## src/rtl/video_timing_pkg.sv

```systemverilog
// video_timing_pkg: default 640x480 timing constants and raster decode helpers.
// Shared by video_timing_gen and pixel_prescaler.
package video_timing_pkg;

   localparam int DEF_DIV      = 10;
   localparam int DEF_H_ACTIVE = 640;
   localparam int DEF_H_FP     = 16;
   localparam int DEF_H_SYNC   = 96;
   localparam int DEF_H_BP     = 48;
   localparam int DEF_V_ACTIVE = 480;
   localparam int DEF_V_FP     = 10;
   localparam int DEF_V_SYNC   = 2;
   localparam int DEF_V_BP     = 33;
   localparam int DEF_ADDR_W   = 20;

   typedef enum logic [1:0] {
      ACTIVE,
      FRONT,
      SYNC,
      BACK
   } sync_region_t;

   function automatic int h_total(input int act, input int fp,
                                  input int sync, input int bp);
      return act + fp + sync + bp;
   endfunction

   function automatic int v_total(input int act, input int fp,
                                  input int sync, input int bp);
      return act + fp + sync + bp;
   endfunction

   function automatic sync_region_t region(input int pos, input int act,
                                           input int fp, input int sync);
      sync_region_t r;
      if (pos < act)
         r = ACTIVE;
      else if (pos < act + fp)
         r = FRONT;
      else if (pos < act + fp + sync)
         r = SYNC;
      else
         r = BACK;
      return r;
   endfunction

endpackage

```

## src/rtl/video_timing_gen_prescaler.sv

```systemverilog
// pixel_prescaler: divides clk by DIV into a registered pixel enable.
// tick is only updated while enabled, so a pending tick survives a hold.
module pixel_prescaler
   import video_timing_pkg::*;
#(
   parameter int DIV = DEF_DIV
) (
   input  logic clk,
   input  logic n_rst,
   input  logic enable,
   output logic tick
);

   localparam int CW = (DIV > 1) ? $clog2(DIV) : 1;
   localparam logic [CW-1:0] LAST = CW'(DIV - 1);

   logic [CW-1:0] cnt;

   always_ff @(posedge clk or negedge n_rst) begin
      if (!n_rst) begin
         cnt  <= '0;
         tick <= 1'b0;
      end else if (enable) begin
         tick <= (cnt == LAST);
         cnt  <= (cnt == LAST) ? '0 : cnt + 1'b1;
      end
   end

endmodule

```

## src/rtl/video_timing_gen.sv

```systemverilog
// video_timing_gen: raster timing generator (col/row, syncs, active, address).
// Optional per-line interrupt is built when VIDEO_TIMING_LINE_IRQ_EN is defined.
module video_timing_gen
   import video_timing_pkg::*;
#(
   parameter int DIV      = DEF_DIV,
   parameter int H_ACTIVE = DEF_H_ACTIVE,
   parameter int H_FP     = DEF_H_FP,
   parameter int H_SYNC   = DEF_H_SYNC,
   parameter int H_BP     = DEF_H_BP,
   parameter int V_ACTIVE = DEF_V_ACTIVE,
   parameter int V_FP     = DEF_V_FP,
   parameter int V_SYNC   = DEF_V_SYNC,
   parameter int V_BP     = DEF_V_BP,
   parameter bit SYNC_POL = 1'b0,
   parameter int ADDR_W   = DEF_ADDR_W,
   localparam int H_TOTAL = h_total(H_ACTIVE, H_FP, H_SYNC, H_BP),
   localparam int V_TOTAL = v_total(V_ACTIVE, V_FP, V_SYNC, V_BP),
   localparam int COL_W   = $clog2(H_TOTAL),
   localparam int ROW_W   = $clog2(V_TOTAL)
) (
   input  logic              clk,
   input  logic              n_rst,
   input  logic              enable,
`ifdef VIDEO_TIMING_LINE_IRQ_EN
   input  logic [ROW_W-1:0]  irq_line,
   output logic              line_irq,
`endif
   output logic              pixel_tick,
   output logic [COL_W-1:0]  col,
   output logic [ROW_W-1:0]  row,
   output logic [ADDR_W-1:0] addr,
   output logic              active,
   output logic              hsync,
   output logic              vsync,
   output logic              line_start,
   output logic              frame_start
);

   logic         tick_q;
   logic         adv;
   logic         col_wrap;
   logic         row_wrap;
   logic         ls_q;
   logic         fs_q;
   sync_region_t h_reg;
   sync_region_t v_reg;

   pixel_prescaler #(.DIV(DIV)) u_prescaler (
      .clk   (clk),
      .n_rst (n_rst),
      .enable(enable),
      .tick  (tick_q)
   );

   // Counters step on the edge that closes a tick cycle.
   assign adv      = tick_q & enable;
   assign col_wrap = (col == COL_W'(H_TOTAL - 1));
   assign row_wrap = (row == ROW_W'(V_TOTAL - 1));

   assign h_reg  = region(int'(col), H_ACTIVE, H_FP, H_SYNC);
   assign v_reg  = region(int'(row), V_ACTIVE, V_FP, V_SYNC);
   assign active = (h_reg == ACTIVE) && (v_reg == ACTIVE);
   assign hsync  = (h_reg == SYNC) ? SYNC_POL : ~SYNC_POL;
   assign vsync  = (v_reg == SYNC) ? SYNC_POL : ~SYNC_POL;

   assign pixel_tick  = adv;
   assign line_start  = ls_q & enable;
   assign frame_start = fs_q & enable;

   always_ff @(posedge clk or negedge n_rst) begin
      if (!n_rst) begin
         col  <= '0;
         row  <= '0;
         addr <= '0;
         ls_q <= 1'b0;
         fs_q <= 1'b0;
      end else begin
         ls_q <= adv & col_wrap;
         fs_q <= adv & col_wrap & row_wrap;
         if (adv) begin
            col <= col_wrap ? '0 : col + 1'b1;
            if (col_wrap)
               row <= row_wrap ? '0 : row + 1'b1;
            if (col_wrap && row_wrap)
               addr <= '0;
            else if (active)
               addr <= addr + 1'b1;
         end
      end
   end

`ifdef VIDEO_TIMING_LINE_IRQ_EN
   logic [ROW_W-1:0] next_row;
   logic             irq_q;

   assign next_row = row_wrap ? '0 : row + 1'b1;
   assign line_irq = irq_q & enable;

   always_ff @(posedge clk or negedge n_rst) begin
      if (!n_rst)
         irq_q <= 1'b0;
      else
         irq_q <= adv & col_wrap & (next_row == irq_line);
   end
`endif

endmodule

```

## config.mk

```make
export PLATFORM = sky130hd
export DESIGN_NAME = video_timing_gen
export DESIGN_NICKNAME = d
export VERILOG_FILES = /design/src/rtl/video_timing_pkg.sv /design/src/rtl/video_timing_gen_prescaler.sv /design/src/rtl/video_timing_gen.sv
export SDC_FILE = /design/constraint.sdc
export NUM_CORES = 1
export LEC_CHECK = 0
export BUFFER_PORTS_ARGS = -buffer_cell sky130_fd_sc_hd__buf_2
export CORE_MARGIN = 2
export CORE_UTILIZATION = 35
export CTS_BUF_LIST = sky130_fd_sc_hd__clkbuf_4 sky130_fd_sc_hd__clkbuf_8
export DETAILED_ROUTE_END_ITERATION = 10
export GPL_TIMING_DRIVEN = 0
export PLACE_DENSITY = 0.59
export REMOVE_ABC_BUFFERS = 1
export SLEW_MARGIN = 20
export SYNTH_ARGS = -nofsm -noshare
export SYNTH_HDL_FRONTEND = slang
export SYNTH_SLANG_ARGS = --single-unit
```

## constraint.sdc

```tcl
create_clock -name clk -period 6.32 [get_ports clk]
set_clock_uncertainty 0.15 [all_clocks]
set_input_delay 0.316 -clock clk [delete_from_list [all_inputs] [get_ports clk]]
set_output_delay 0.316 -clock clk [all_outputs]
set_load 0.005 [all_outputs]
```

# --- After elaboration in Yosys (flattened, before gate mapping) ---
# Index checks and enable logic that the tools add are counted.
word_totals:
  input_bits: 3
  regBits: 47
  wordCells: 47
op_classes:
  addsub: 4
  eq_ne: 5
  reduce_logical: 7
  n_bitwise: 5
  n_mux: 13
  n_lt_le_gt_ge: 6
ops:
  columns: ["operator", "count"]
  rows:
  - ["$mux W20", 2]
  - ["$lt A10 B10 Y1 const B", 3]
  - ["$lt A10 B9 Y1 const B", 3]
  - ["$add A10 B1 Y10 const B", 2]
  - ["$add A20 B1 Y20 const B", 1]
  - ["$eq A10 B10 Y1 const B", 2]
  - ["$mux W10", 2]
  - ["$mux W2", 4]
  - ["$and A1 B1 Y1", 5]
  - ["$add A4 B1 Y4 const B", 1]
  - ["$eq A2 B2 Y1 const B", 2]
  - ["$eq A4 B4 Y1 const B", 1]
  - ["$logic_not A2 Y1", 2]
  - ["$mux W1", 4]
  - ["$mux W4", 1]
  - ["$reduce_and A2 Y1", 2]
  - ["$logic_and A1 B1 Y1", 2]
  - ["$reduce_bool A2 Y1", 1]

# --- Logic depth before layout (Yosys ltp) ---
depth:
  ltp_word: 8
  depth_mapped: 8
  depth_no_buf: 6

# --- By module ---
# Synthesis repeated with hierarchy kept, for this count alone.
unflattened:
  cells_unflattened: 258
  area_unflattened_um2: 2507.4
by_module_without_submodules:
  columns: ["module", "area_each_um2", "cells_per_inst", "seq_area_each_um2", "instances"]
  rows:
  - ["video_timing_gen", 2279.7, 238, 1051.0, 1]
  - ["pixel_prescaler", 227.7, 20, 125.1, 1]

# --- Least setup slack after synthesis ---
# No wires, ideal clock.
synth_timing:
  path_kind: "reg-to-reg"
  from: "register row[7]"
  to: "register addr[14]"
  path_buffers: 1
  stages_incl_launch_ff: 6
  slack_ns: 4.189
  period_less_slack_ns: 2.131
  arrival_time_ns: 1.904
  t_required_ns: 6.093
  path_cell_list: "dfrtp_1 > buf_6 > a41o_1 > or4_4 > or4_1 > a21oi_1"
synth_via:
  elab_chain_cells: 8
synth_lines:
  columns: ["item", "line", "text"]
  rows:
  - ["from (decl)", "video_timing_gen.sv:31", "output logic [ROW_W-1:0] row,"]
  - ["from (signal assigned)", "video_timing_gen.sv:84", "row <= row_wrap ? '0 : row + 1'b1;"]
  - ["$lt A10 B9 Y1", "video_timing_pkg.sv:40", "else if (pos < act + fp + sync)"]
  - ["$mux W1", "video_timing_pkg.sv:40", null]
  - ["$mux W2", "video_timing_pkg.sv:38", "else if (pos < act + fp)"]
  - ["$mux W2", "video_timing_pkg.sv:36", "if (pos < act)"]
  - ["$logic_not A2 Y1", "video_timing_gen.sv:63", "assign active = (h_reg == ACTIVE) && (v_reg == ACTIVE);"]
  - ["$logic_and A1 B1 Y1", "video_timing_gen.sv:63", null]
  - ["$reduce_bool A2 Y1 (no line)", null, null]
  - ["$reduce_and A2 Y1 (no line)", null, null]
  - ["to (signal assigned)", "video_timing_gen.sv:88", "addr <= addr + 1'b1;"]
  - ["to (decl)", "video_timing_gen.sv:32", "output logic [ADDR_W-1:0] addr,"]
# Several ways; a longest one is shown, not always the timed one.
# A chain may end at the register's enable or synchronous reset.

# --- Final worst setup path ---
layout_timing:
  from: "register row[1]"
  to: "register addr[1]"
# The elaborated chain is that of the path after synthesis.

==> flow_summary.json <==
{
  "postSynthCellCount": 256,
  "holdBufCountCts": 0,
  "fmax_mhz": 408,
  "fp.dieW_um": 88.3,
  "r2r_setup_slack_ns": 3.87,
  "ant_nets": 0,
  "clk_path_buf_depth": 2,
  "viasPerCell": 5.32,
  "std_cell_rows": 30,
  "placement.io_buffers": 48,
  "drc": 0,
  "vdd_ir_drop_max_uv": 91.5,
  "antenna_found_initial": 0,
  "clock_latency_ns": 0.31,
  "cp-start-kind": "register",
  "fin_cells": 399,
  "clk_pin_slew_ns": 0.09,
  "ys_types": 42,
  "dr.pass1.iters": 4,
  "grt_usage_pct": 15.3,
  "synth_mux_area_share_pct": 0.805,
  "wl_per_cell_um": 13.9,
  "fp.dieArea_sq_mm": 0.00780,
  "wl_met2_um": 2570,
  "drtIter0Drc": 84,
  "end_kind": "register",
  "critPathArrivalTime_ns": 2.46,
  "cts_resized": 0,
  "synth_warnings": 0,
  "crit_type": "reg -> reg",
  "ys_top_cells_by_area": "dfrtp_1 47%, o21ai_0 4.0%, xnor2_1 3.9%, nand4_1 3.8%, a21oi_1 3.2%",
  "dp_slack_ns": 3.53,
  "tightestPinTransition_ns": 0.686,
  "setup_viol": 0,
  "cp.required_ns": 6.33,
  "io_pins": 49,
  "postCtsSetupBuffers": 0,
  "syn_avg_cell_area_sq_um": 9.72,
  "cp_slowest_stage_delay_ns": 0.62,
  "p_sw_share_pct": 29.7,
  "area_growth_syn_to_layout_pct": 15.3,
  "synth_top_area_share_pct": 47.3,
  "hold_viol_final": 0,
  "gp_congestion": 0.743,
  "cts_tree": "yes",
  "finalSetupTns_ns": 0,
  "maxSlewViolCount": 0,
  "fin_util_pct": 42.0,
  "outcome": "finished, final reports clean",
  "leakage_nw": 1.30,
  "start_util_pct": 36.4,
  "die_y_um": 88.3,
  "grt_pass1_wl_um": 9230,
  "grt_overflow": 0,
  "cts_max_level": 2,
  "path_delay_family": "simple AND/OR/NAND/NOR gates",
  "power.density_mw_per_mm2": 226,
  "grt_pass1_vias": 1921,
  "grt_setup_unrepaired": "false",
  "core_area_sq_mm": 0.00683,
  "synthSimpleGateAreaFrac_pct": 26.8,
  "dp.cells": 390,
  "seq_power_share_pct": 57.2,
  "n_antenna_cell": 0,
  "period_needed_ns": 2.45,
  "path_buf_inv": 1,
  "wl_met1_um": 2660,
  "cp_max_fo": 16,
  "hp-class": "in -> reg",
  "slowest_stage": "nor2_2",
  "relSlewSlack_pct": 54.2,
  "crit_chain": "inv_1, ha_1, nor4bb_1, nand3_2, nor2_2, o22ai_1",
  "grt_max_degree": 48,
  "hpwlAfterDp_um": 3900,
  "fin_ws_ns": 3.87,
  "cap_violations": 0,
  "layout_common_cells": "47 x dfrtp_1, 47 x buf_2, 20 x nand2_1, 20 x o21ai_0",
  "drive_above_1_share_pct": 21.1,
  "synth_compound_gate_area_share_pct": 12.7,
  "clock_sinks": 47,
  "cts_root_buf": "clkbuf_8",
  "combPwrFrac_pct": 14.4,
  "p_sw_mw": 0.192,
  "numCtsBuffers": 5,
  "clkPwrFrac_pct": 28.4,
  "synthesis.area_sq_mm": 0.00249,
  "intPower_mw": 0.456,
  "vias": 2121,
  "fin_crit_sh_pct": 38.7,
  "synth_top_area_cell": "dfrtp_1",
  "routed_wl_um": 5570,
  "synth_top_family_by_area": "simple AND/OR/NAND/NOR gates",
  "wl_met3_um": 245,
  "synthAdderAreaFrac_pct": 2.01,
  "ys_seq_area_share_pct": 47.3,
  "synth_seq_cells": 47,
  "yosys.area_share.xor_xnor_pct": 5.63,
  "top_layer_used": "met4",
  "fin_nets": 309
}
[area by class of cell]
class,count,area [sq um]
well taps,96,120
multi-input cells,189,1190
fillers,718,3960
clock inverters,3,18.8
inverters,10,37.5
clock buffers,5,68.8
repair buffers,49,253
flip-flops and latches,47,1180
[worst paths after layout]
path / startpoint / to / depth (start not counted)
worst min register to register: row[3] / row[3] / 1
worst min-delay path: enable / u_prescaler.cnt[0] / 2
min in group asynchronous: n_rst / row[4] / 2
worst max-delay path: row[1] / addr[1] / 6
max in group asynchronous: n_rst / col[4] / 2
worst max register to register: row[1] / addr[1] / 6
[cells by family (layout without fill, tap and decap cells)]
group,count (synthesis),count (layout)
flip-flops,47,47
adder cells (fa/ha/maj),4,4
buffers and inverters,20,67
AND/OR/NAND/NOR,113,113
AO/OA/AOI/OAI,54,54
multiplexers,2,2
XOR/XNOR,16,16
[power groups by stage]
stage               registers, mW  logic (mW)  clock network (mW)
finish                      0.371      0.0936               0.184
global route                0.378       0.108               0.203
CTS                         0.371      0.0957               0.194
detailed placement          0.376      0.0957                   0
global placement            0.375      0.0939                   0
floorplan                   0.369      0.0568                   0
[per-stage QoR]
stage	hold slack [ns]	cell area (sq um)	total power, mW
CTS	0.0903	2850	0.660
global placement	0.350	2770	0.469
finish	0.161	2870	0.649
detailed placement	0.361	2770	0.472
global route	0.169	2870	0.688
floorplan	-0.130	2410	0.426
[cell usage after synthesis (all sizes together)]
master	instances
dfrtp	47
nand2	20
o21ai	20
nand3	17
a21oi	16
nand4	15
nor2	11
or4	11
xnor2	11
inv	10
o31ai	8
or3	8
and4	7
and2	6
clkbuf	6
nor3	5
xor2	5
buf	4
ha	4
and3	3
nor2b	3
nor4bb	3
o211ai	3
a21o	2
mux2i	2
a31oi	1
a41o	1
a41oi	1
and3b	1
nand4b	1
nor3b	1
nor4	1
o21a	1
o22ai	1
[sequential cells by signal, summed over array words and instances, names as in the netlist]
signal	count
ls_q	1
u_prescaler.cnt	4
u_prescaler.tick	1
addr	20
fs_q	1
col	10
row	10
[layer usage]
| layer | vias to the layer above | GRT usage [%] |
|---|---|---|
| met5 | - | 0 |
| met4 | 0 | 5.65 |
| met3 | 8 | 3.73 |
| met2 | 39 | 24.4 |
| met1 | 1032 | 20.3 |
| li1 | 1042 | - |
Power figures use the tool's default switching activity.
